$ cat src/rtl/rf_wb_queue.sv
// Register-file write-port merger: source A (never stalls) wins the write slot,
// source B results wait in a small FIFO with WAW kill and a pending-query port.
module rf_wb_queue #(
    parameter int DEPTH      = 4,
    parameter int STARVE_MAX = 8
) (
    input  logic                   clk,
    input  logic                   rst,
    input  logic                   ena,
    input  logic                   a_valid,
    input  logic [4:0]             a_addr,
    input  logic [31:0]            a_data,
    input  logic                   b_valid,
    output logic                   b_ready,
    input  logic [4:0]             b_addr,
    input  logic [31:0]            b_data,
    input  logic [4:0]             q_addr,
    output logic                   q_pending,
    output logic                   stall_req,
    output logic                   rf_w,
    output logic [4:0]             rf_addr,
    output logic [31:0]            rf_data,
    output logic [$clog2(DEPTH):0] count
);

    localparam int AW = $clog2(DEPTH);
    localparam int SW = $clog2(STARVE_MAX + 1);
    localparam logic [AW:0]   FULL_COUNT = (AW + 1)'(DEPTH);
    localparam logic [SW-1:0] STARVE_TOP = SW'(STARVE_MAX);

    logic [4:0]       addr_mem [DEPTH];
    logic [31:0]      data_mem [DEPTH];
    logic [DEPTH-1:0] live_mem;
    logic [DEPTH-1:0] live_next;
    logic [AW-1:0]    wr_ptr;
    logic [AW-1:0]    rd_ptr;
    logic [SW-1:0]    starve;

    logic full;
    logic empty;
    logic a_win;
    logic push;
    logic pop;

    // Handshake: B transfers on an edge where b_valid & b_ready are both high;
    // A has no ready and a non-zero A address always takes the write slot.
    assign full    = (count == FULL_COUNT);
    assign empty   = (count == '0);
    assign b_ready = ena & ~full;
    assign a_win   = a_valid & (a_addr != 5'd0);
    assign push    = b_valid & b_ready;
    assign pop     = ena & ~a_win & ~empty;

    assign stall_req = full | (starve >= STARVE_TOP);

    // Popped slots are cleared so that a set live bit always means "occupied".
    always_comb begin
        live_next = live_mem;
        if (ena) begin
            for (int i = 0; i < DEPTH; i++) begin
                if (a_win && addr_mem[i] == a_addr) begin
                    live_next[i] = 1'b0;
                end
            end
            if (pop) begin
                live_next[rd_ptr] = 1'b0;
            end
            // A same-cycle push is younger than the A write, so it survives the kill.
            if (push) begin
                live_next[wr_ptr] = (b_addr != 5'd0);
            end
        end
    end

    always_comb begin
        q_pending = 1'b0;
        for (int i = 0; i < DEPTH; i++) begin
            if (live_mem[i] && addr_mem[i] == q_addr) begin
                q_pending = 1'b1;
            end
        end
        if (q_addr == 5'd0) begin
            q_pending = 1'b0;
        end
    end

    always_ff @(posedge clk) begin
        if (push) begin
            addr_mem[wr_ptr] <= b_addr;
            data_mem[wr_ptr] <= b_data;
        end
    end

    always_ff @(posedge clk) begin
        if (rst) begin
            live_mem <= '0;
            wr_ptr   <= '0;
            rd_ptr   <= '0;
            count    <= '0;
            starve   <= '0;
        end else if (ena) begin
            live_mem <= live_next;
            if (push) begin
                wr_ptr <= wr_ptr + 1'b1;
            end
            if (pop) begin
                rd_ptr <= rd_ptr + 1'b1;
            end
            if (push && !pop) begin
                count <= count + 1'b1;
            end else if (pop && !push) begin
                count <= count - 1'b1;
            end
            if (a_win && !empty) begin
                if (starve != STARVE_TOP) begin
                    starve <= starve + 1'b1;
                end
            end else begin
                starve <= '0;
            end
        end
    end

    always_ff @(posedge clk) begin
        if (rst) begin
            rf_w    <= 1'b0;
            rf_addr <= 5'd0;
            rf_data <= 32'd0;
        end else if (!ena) begin
            rf_w <= 1'b0;
        end else if (a_win) begin
            rf_w    <= 1'b1;
            rf_addr <= a_addr;
            rf_data <= a_data;
        end else if (pop) begin
            // A dead head still leaves the FIFO but never reaches the register file.
            rf_w    <= live_mem[rd_ptr] && (addr_mem[rd_ptr] != 5'd0);
            rf_addr <= addr_mem[rd_ptr];
            rf_data <= data_mem[rd_ptr];
        end else begin
            rf_w <= 1'b0;
        end
    end

endmodule

$ cat config.mk
export PLATFORM = sky130hd
export DESIGN_NAME = rf_wb_queue
export DESIGN_NICKNAME = d
export VERILOG_FILES = /design/src/rtl/rf_wb_queue.sv
export SDC_FILE = /design/constraint.sdc
export NUM_CORES = 1
export LEC_CHECK = 0
export ABC_AREA = 0
export CORE_MARGIN = 1.5
export CORE_UTILIZATION = 37
export CTS_BUF_LIST = sky130_fd_sc_hd__clkbuf_4
export DETAILED_ROUTE_END_ITERATION = 10
export PLACE_DENSITY_LB_ADDON = 0.08
export SYNTH_ARGS = -nofsm -noshare
export SYNTH_HDL_FRONTEND = slang
export SYNTH_SLANG_ARGS = --single-unit
$ cat constraint.sdc
create_clock -name clk -period 3.2 [get_ports clk]
set_input_delay 0.64 -clock clk [delete_from_list [all_inputs] [get_ports clk]]
set_output_delay 0.64 -clock clk [all_outputs]
set_load 0.02 [all_outputs]
# Word-level counts from Yosys, hierarchy flattened
# Memory sizes are Yosys's and may differ from the RTL's. A register that Yosys moved wholly into a read port is not among the register bits.
# Index checks and enable logic that the tools add are counted.
[op_classes]
eq_ne = 11
add_sub_neg = 5
muxes = 39
reduce_logical = 30
bitwise_logic = 12
n_lt_le_gt_ge = 5
[op_table]
columns = ["op", "count"]
rows = [
  ["two-way mux 32 bit", 2],
  ["== test 5 bit", 8],
  ["two-way mux 1 bit", 20],
  ["two-way mux 4 bit", 5],
  ["nonzero test 5 bit", 3],
  ["logical AND 1 bit", 14],
  ["two-way mux 5 bit", 2],
  ["AND reduction 2 bit", 5],
  ["two-way mux 2 bit", 4],
  ["< comparator 2 x 3 -> 1 bit (second input constant)", 2],
  ["two-way mux 3 bit", 2],
  ["AND 1 bit", 5],
  ["zero test 5 bit", 1],
  ["adder 2 x 1 -> 2 bit (second input constant)", 2],
  ["adder 4 x 1 -> 4 bit (second input constant)", 1],
  ["AND 4 bit", 1],
  ["bitwise mux 4 bit", 1],
  ["demux 1 bit (select 2 bit)", 2],
  [">= comparator 2 x 1 -> 1 bit (second input constant)", 2],
  [">= comparator 4 bit (second input constant)", 1],
  ["!= test 4 bit (second input constant)", 1],
  ["inverter 1 bit", 4],
  ["inverter 4 bit", 1],
  ["nonzero test 2 bit", 2],
  ["other kinds (9)", 11],
]
[word_totals]
mem_bits_rw = 148
in_bits = 84
register_bits = 53
out_inout_bits = 44
wordCells = 112
mem_count = 2
[memory_table]
columns = ["name", "depth", "width", "read_ports", "rd_clocked_by_memory_dff", "wr", "line_no", "source"]
rows = [
  ["data_mem", 4, 32, 1, 1, 1, "32", "logic [31:0] data_mem [DEPTH];"],
  ["addr_mem", 4, 5, 5, 1, 1, "31", "logic [4:0] addr_mem [DEPTH];"],
]

# Longest topological paths before layout
[depth]
word_depth = 10
depth_mapped = 13
depth_no_buf = 11

# Worst setup path before layout
# OpenSTA, ideal clock, no wires.
[synth_timing]
path_type = "input to register"
start = "input port a_addr[3]"
end = "register count[1]"
setup_time_ns = 0.130
slack_ns = 0.283
path_stages = 11
required_ns = 3.070
arrival_time_ns = 2.787
path_buffers = 2
path_cell_list = "buf_6 > or4_4 > o21a_1 > buf_6 > nor3_4 > inv_1 > ha_1 > inv_1 > fa_1 > mux2i_1 > nor2_1"
[synth_between]
elab_chain_len = 9
elab_cells_between_ends = 11
classes_between = "mux (1); bitwise (4); reduce/logical (6)"
[synth_rtl]
columns = ["item", "line_no", "source"]
rows = [
  ["from (decl)", "11", "input logic [4:0] a_addr,"],
  ["nonzero test 5 bit *", "50", "assign a_win = a_valid & (a_addr != 5'd0);"],
  ["AND 1 bit *", "50", ""],
  ["inverter 1 bit *", "52", "assign pop = ena & ~a_win & ~empty;"],
  ["AND 1 bit * (2 in series)", "52", ""],
  ["zero test 1 bit", "109", "if (push && !pop) begin"],
  ["logical AND 1 bit", "109", ""],
  ["nonzero test 2 bit (no line)", "-", ""],
  ["AND reduction 2 bit (no line)", "-", ""],
  ["to (signal assigned)", "110", "count <= count + 1'b1;"],
  ["to (signal assigned)", "112", "count <= count - 1'b1;"],
  ["to (decl)", "23", "output logic [$clog2(DEPTH):0] count"],
]
# Mark *: on every way between the ends. The rest lies on a longest branch, timed or not.
# A chain may end at the register's enable or synchronous reset.

# Worst setup path after layout
[layout_timing]
start = "input port q_addr[1]"
end = "output port q_pending"
[layout_between]
elab_chain_len = 7
elab_cells_between_ends = 14
classes_between = "eq/ne (4); mux (5); reduce/logical (5)"
[layout_rtl]
columns = ["item", "line_no", "source"]
rows = [
  ["from (decl)", "17", "input logic [4:0] q_addr,"],
  ["== test 5 bit", "78", "if (live_mem[i] && addr_mem[i] == q_addr) begin"],
  ["logical AND 1 bit", "78", ""],
  ["two-way mux 1 bit (4 in series)", "78", ""],
  ["two-way mux 1 bit *", "82", "if (q_addr == 5'd0) begin"],
  ["to (decl)", "18", "output logic q_pending,"],
]
# Marks and branches as above.

==> out/results.tsv <==
stage	metric	value	unit
place	dp_slack	-0.139	ns
timing	setup_viol	0	
timing	timing.slew.headroom	20.7	%
grt	grt_pass1_vias	5973	
clocking	cts.hold.buffers_added	0	
layout	fin_nets	846	
timing	worstMarginPinSlew	1.19	ns
layout	drive_gt1_share	25.5	%
floorplan	num_rows	55	
detailed_routing	firstDrtPassIters	4	
detailed_routing	via_per_inst	4.99	
detailed_routing	wl_met2	10.4	mm
grt	globalRouteOverflowTotal	0	
layout	finish.instance_area	11100	um^2
timing	finalSetupTns	0	ns
layout	fin_util	48.9	%
worst_hold_path	min_path_type	input pin to register	
clocking	clk_root_buffer_cell	clkbuf_4	
timing	report.final.slew_viol_count	0	
detailed_routing	wl_per_cell	19.0	um
pwr	peakVddDrop	0.263	mV
logic_synthesis	synth_area	8650	um^2
critical_path	endpoint	q_pending	
logic_synthesis	synth.area.top_cells	edfxtp_1 51%, dfxtp_1 13%, mux4_2 9.9%	
detailed_routing	wl	21.0	mm
detailed_routing	drc	0	
logic_synthesis	syn_avg_cell_area	15.0	um^2
critical_path	crit_arrival	2.41	ns
critical_path	cp-start-kind	input pin	
place	hpwl	14.1	mm
clocking	ctsLongestPathBuffers	3	
floorplan	die_h	156	um
critical_path	path_max_fanout	5	
clocking	tritoncts	yes	
clocking	clkLatencyLatePin	0.67	ns
detailed_routing	routedLengthMet1	8.90	mm
clocking	postCtsSetupBuffers	0	
timing	finalCriticalPeriod	3.05	ns
critical_path	cp.required	2.56	ns
pwr	power.density	561	nW/um^2
logic_synthesis	ys_ff_latch	203	
critical_path	r2r_setup_slack	0.93	ns
floorplan	ios	128	
grt	antenna_found_initial	2	
place	place_congestion	0.918	
floorplan	die_area	24300	um^2
floorplan	start_util	38.0	%
floorplan	core_region_area	22800	um^2
critical_path	crit_start	q_addr[1]	
grt	grt_max_degree	39	
critical_path	end_kind	primary output	
detailed_routing	vias	5543	
run_status	status	finished, final reports clean	
detailed_routing	top_layer	met4	
place	io_buffers	127	
clocking	path_clk_slew	0.06	ns
place	place_area	10400	um^2
detailed_routing	drt_iter0_drc	243	
logic_synthesis	ys_warn_count	0	
clocking	numCtsBuffers	55	
logic_synthesis	yosysTopAreaCell	edfxtp_1	
timing	finalClockSkew	0.0469	ns
grt	track_usage	17.7	%
clocking	cts_max_level	2	
grt	grt_pass1_wl	32.7	mm
detailed_routing	antenna_left	0	
logic_synthesis	synth.distinct_cells	41	
logic_synthesis	synth_nets	674	
layout	fill_cells	1994	
pwr	p_leak	3.75	nW
layout	syn_to_final_growth	28.7	%
timing	setup_slack	0.147	ns
critical_path	reg2reg_to	rf_w	
logic_synthesis	yosysSeqAreaShare	64.1	%
critical_path	setup.worst_path.class	input pin to primary output	
logic_synthesis	netlist_instances	578	
logic_synthesis	synth_top_area_share	51.4	%
job	cap_viol_max_count	0	
clocking	cts.sinks	203	
timing	hold_viol	0	
critical_path	r2r_cells	4	
timing	max_freq	328	MHz
pwr	p_total	6.25	mW
timing	finalCritPeriodShare	95.4	%
floorplan	die_w	156	um
detailed_routing	route.met3.wl	1.31	mm
## how the worst min path moves through the flow
stage | from | endpoint | slack (ns) | cells past startpoint
finish | rst | wr_ptr[0] | 0.44 | 2
global placement | starve[1] | starve[1] | 0.48 | 2
floorplan | starve[1] | starve[1] | 0.47 | 2
detailed placement | rf_addr[3] | rf_addr[3] | 0.49 | 2
global route | rst | wr_ptr[0] | 0.41 | 2
CTS | rst | wr_ptr[0] | 0.40 | 2
## final cells by class
| cell class | count | area [um^2] | area share [%] |
|---|---|---|---|
| clock inverter | 18 | 108 | 0.966 |
| clock buffer | 84 | 631 | 5.66 |
| antenna | 2 | 5.00 | 0.0449 |
| multi-input combinational | 324 | 2860 | 25.7 |
| inverter | 10 | 37.5 | 0.337 |
| timing repair buffer | 156 | 1560 | 14.0 |
| sequential | 203 | 5550 | 49.8 |
| tap | 313 | 392 | 3.52 |
## routing by layer
metal	vias to the layer above	global-route usage, %
met5	-	0
met4	0	6.58
met3	42	5.25
met2	158	29.5
met1	2770	21.8
li1	2573	-
## cell families after synthesis
family	share of synthesized area (%)
flip-flops	64.1
buffers and inverters	3.24
adder cells (fa/ha/maj)	1.82
AND/OR/NAND/NOR	7.13
multiplexers	10.2
AO/OA/AOI/OAI	8.63
XOR/XNOR	4.86
## timing repair
action	CTS	global route
setup endpoints to repair	1	1
gates resized for setup	2	1
cloned	0	0
## synthesized netlist by cell type, drive strengths merged
cell / n
dfxtp: 55
a2111o: 4
nand3: 10
or2: 1
clkinv: 1
inv: 9
nor4: 9
nor3: 9
mux4: 38
ha: 11
clkbuf: 22
nand2: 38
nand4: 2
mux2i: 3
a32oi: 4
o21ai: 7
a211oi: 31
xnor2: 21
a21oi: 34
and2: 4
nor3b: 1
edfxtp: 148
xor2: 27
fa: 1
nand3b: 1
a221oi: 5
a311oi: 1
or4: 3
nand2b: 5
o21a: 2
nor2: 52
buf: 19
## cells in the final DEF, fill, tap and decap left out, drive strengths merged, types with 2 or more instances in the layout
| master | instances |
|---|---|
| edfxtp | 148 |
| clkdlybuf4s50 | 124 |
| clkbuf | 84 |
| dfxtp | 55 |
| nor2 | 52 |
| nand2 | 38 |
| mux4 | 38 |
| a21oi | 34 |
| a211oi | 31 |
| buf | 30 |
| xor2 | 27 |
| xnor2 | 21 |
| clkinv | 16 |
| ha | 11 |
| nand3 | 10 |
| inv | 10 |
| nor3 | 9 |
| nor4 | 9 |
| o21ai | 7 |
| nand2b | 5 |
| a221oi | 5 |
| and2 | 4 |
| a32oi | 4 |
| a2111o | 4 |
| mux2i | 3 |
| or4 | 3 |
| diode | 2 |
| nand4 | 2 |
| dlygate4sd2 | 2 |
| o21a | 2 |
## state kept, by name (all words and copies together), names as in the netlist, 2 cells and up, named ones only
name	count
addr_mem	20
count	3
data_mem	128
live_mem	4
rd_ptr	2
rf_addr	5
rf_data	32
starve	4
wr_ptr	2
## per-stage QoR
stage / hold WS (ns) / std cells
2_1_floorplan: 0.466 / 578
3_3_place_gp: 0.475 / 1006
3_5_place_dp: 0.487 / 1006
4_1_cts: 0.398 / 1108
5_1_grt: 0.410 / 1109
6_report: 0.443 / 1110
## power breakdown
| group | switching [mW] | leakage, nW | internal, mW |
|---|---|---|---|
| Combinational | 0.465 | 1.51 | 0.436 |
| Sequential | 0.0665 | 1.80 | 2.94 |
| Clock | 1.06 | 0.438 | 1.28 |
| Total | 1.59 | 3.75 | 4.66 |
## worst max-delay path, cell delays in order
cell and delay (ns):
clkdlybuf4s50_1 0.55, xor2_1 0.21, nor4_1 0.31, nand3_1 0.14, nand4_1 0.12, o21a_1 0.12
dlygate4sd2_1 0.32
Power figures use the tool's default switching activity.
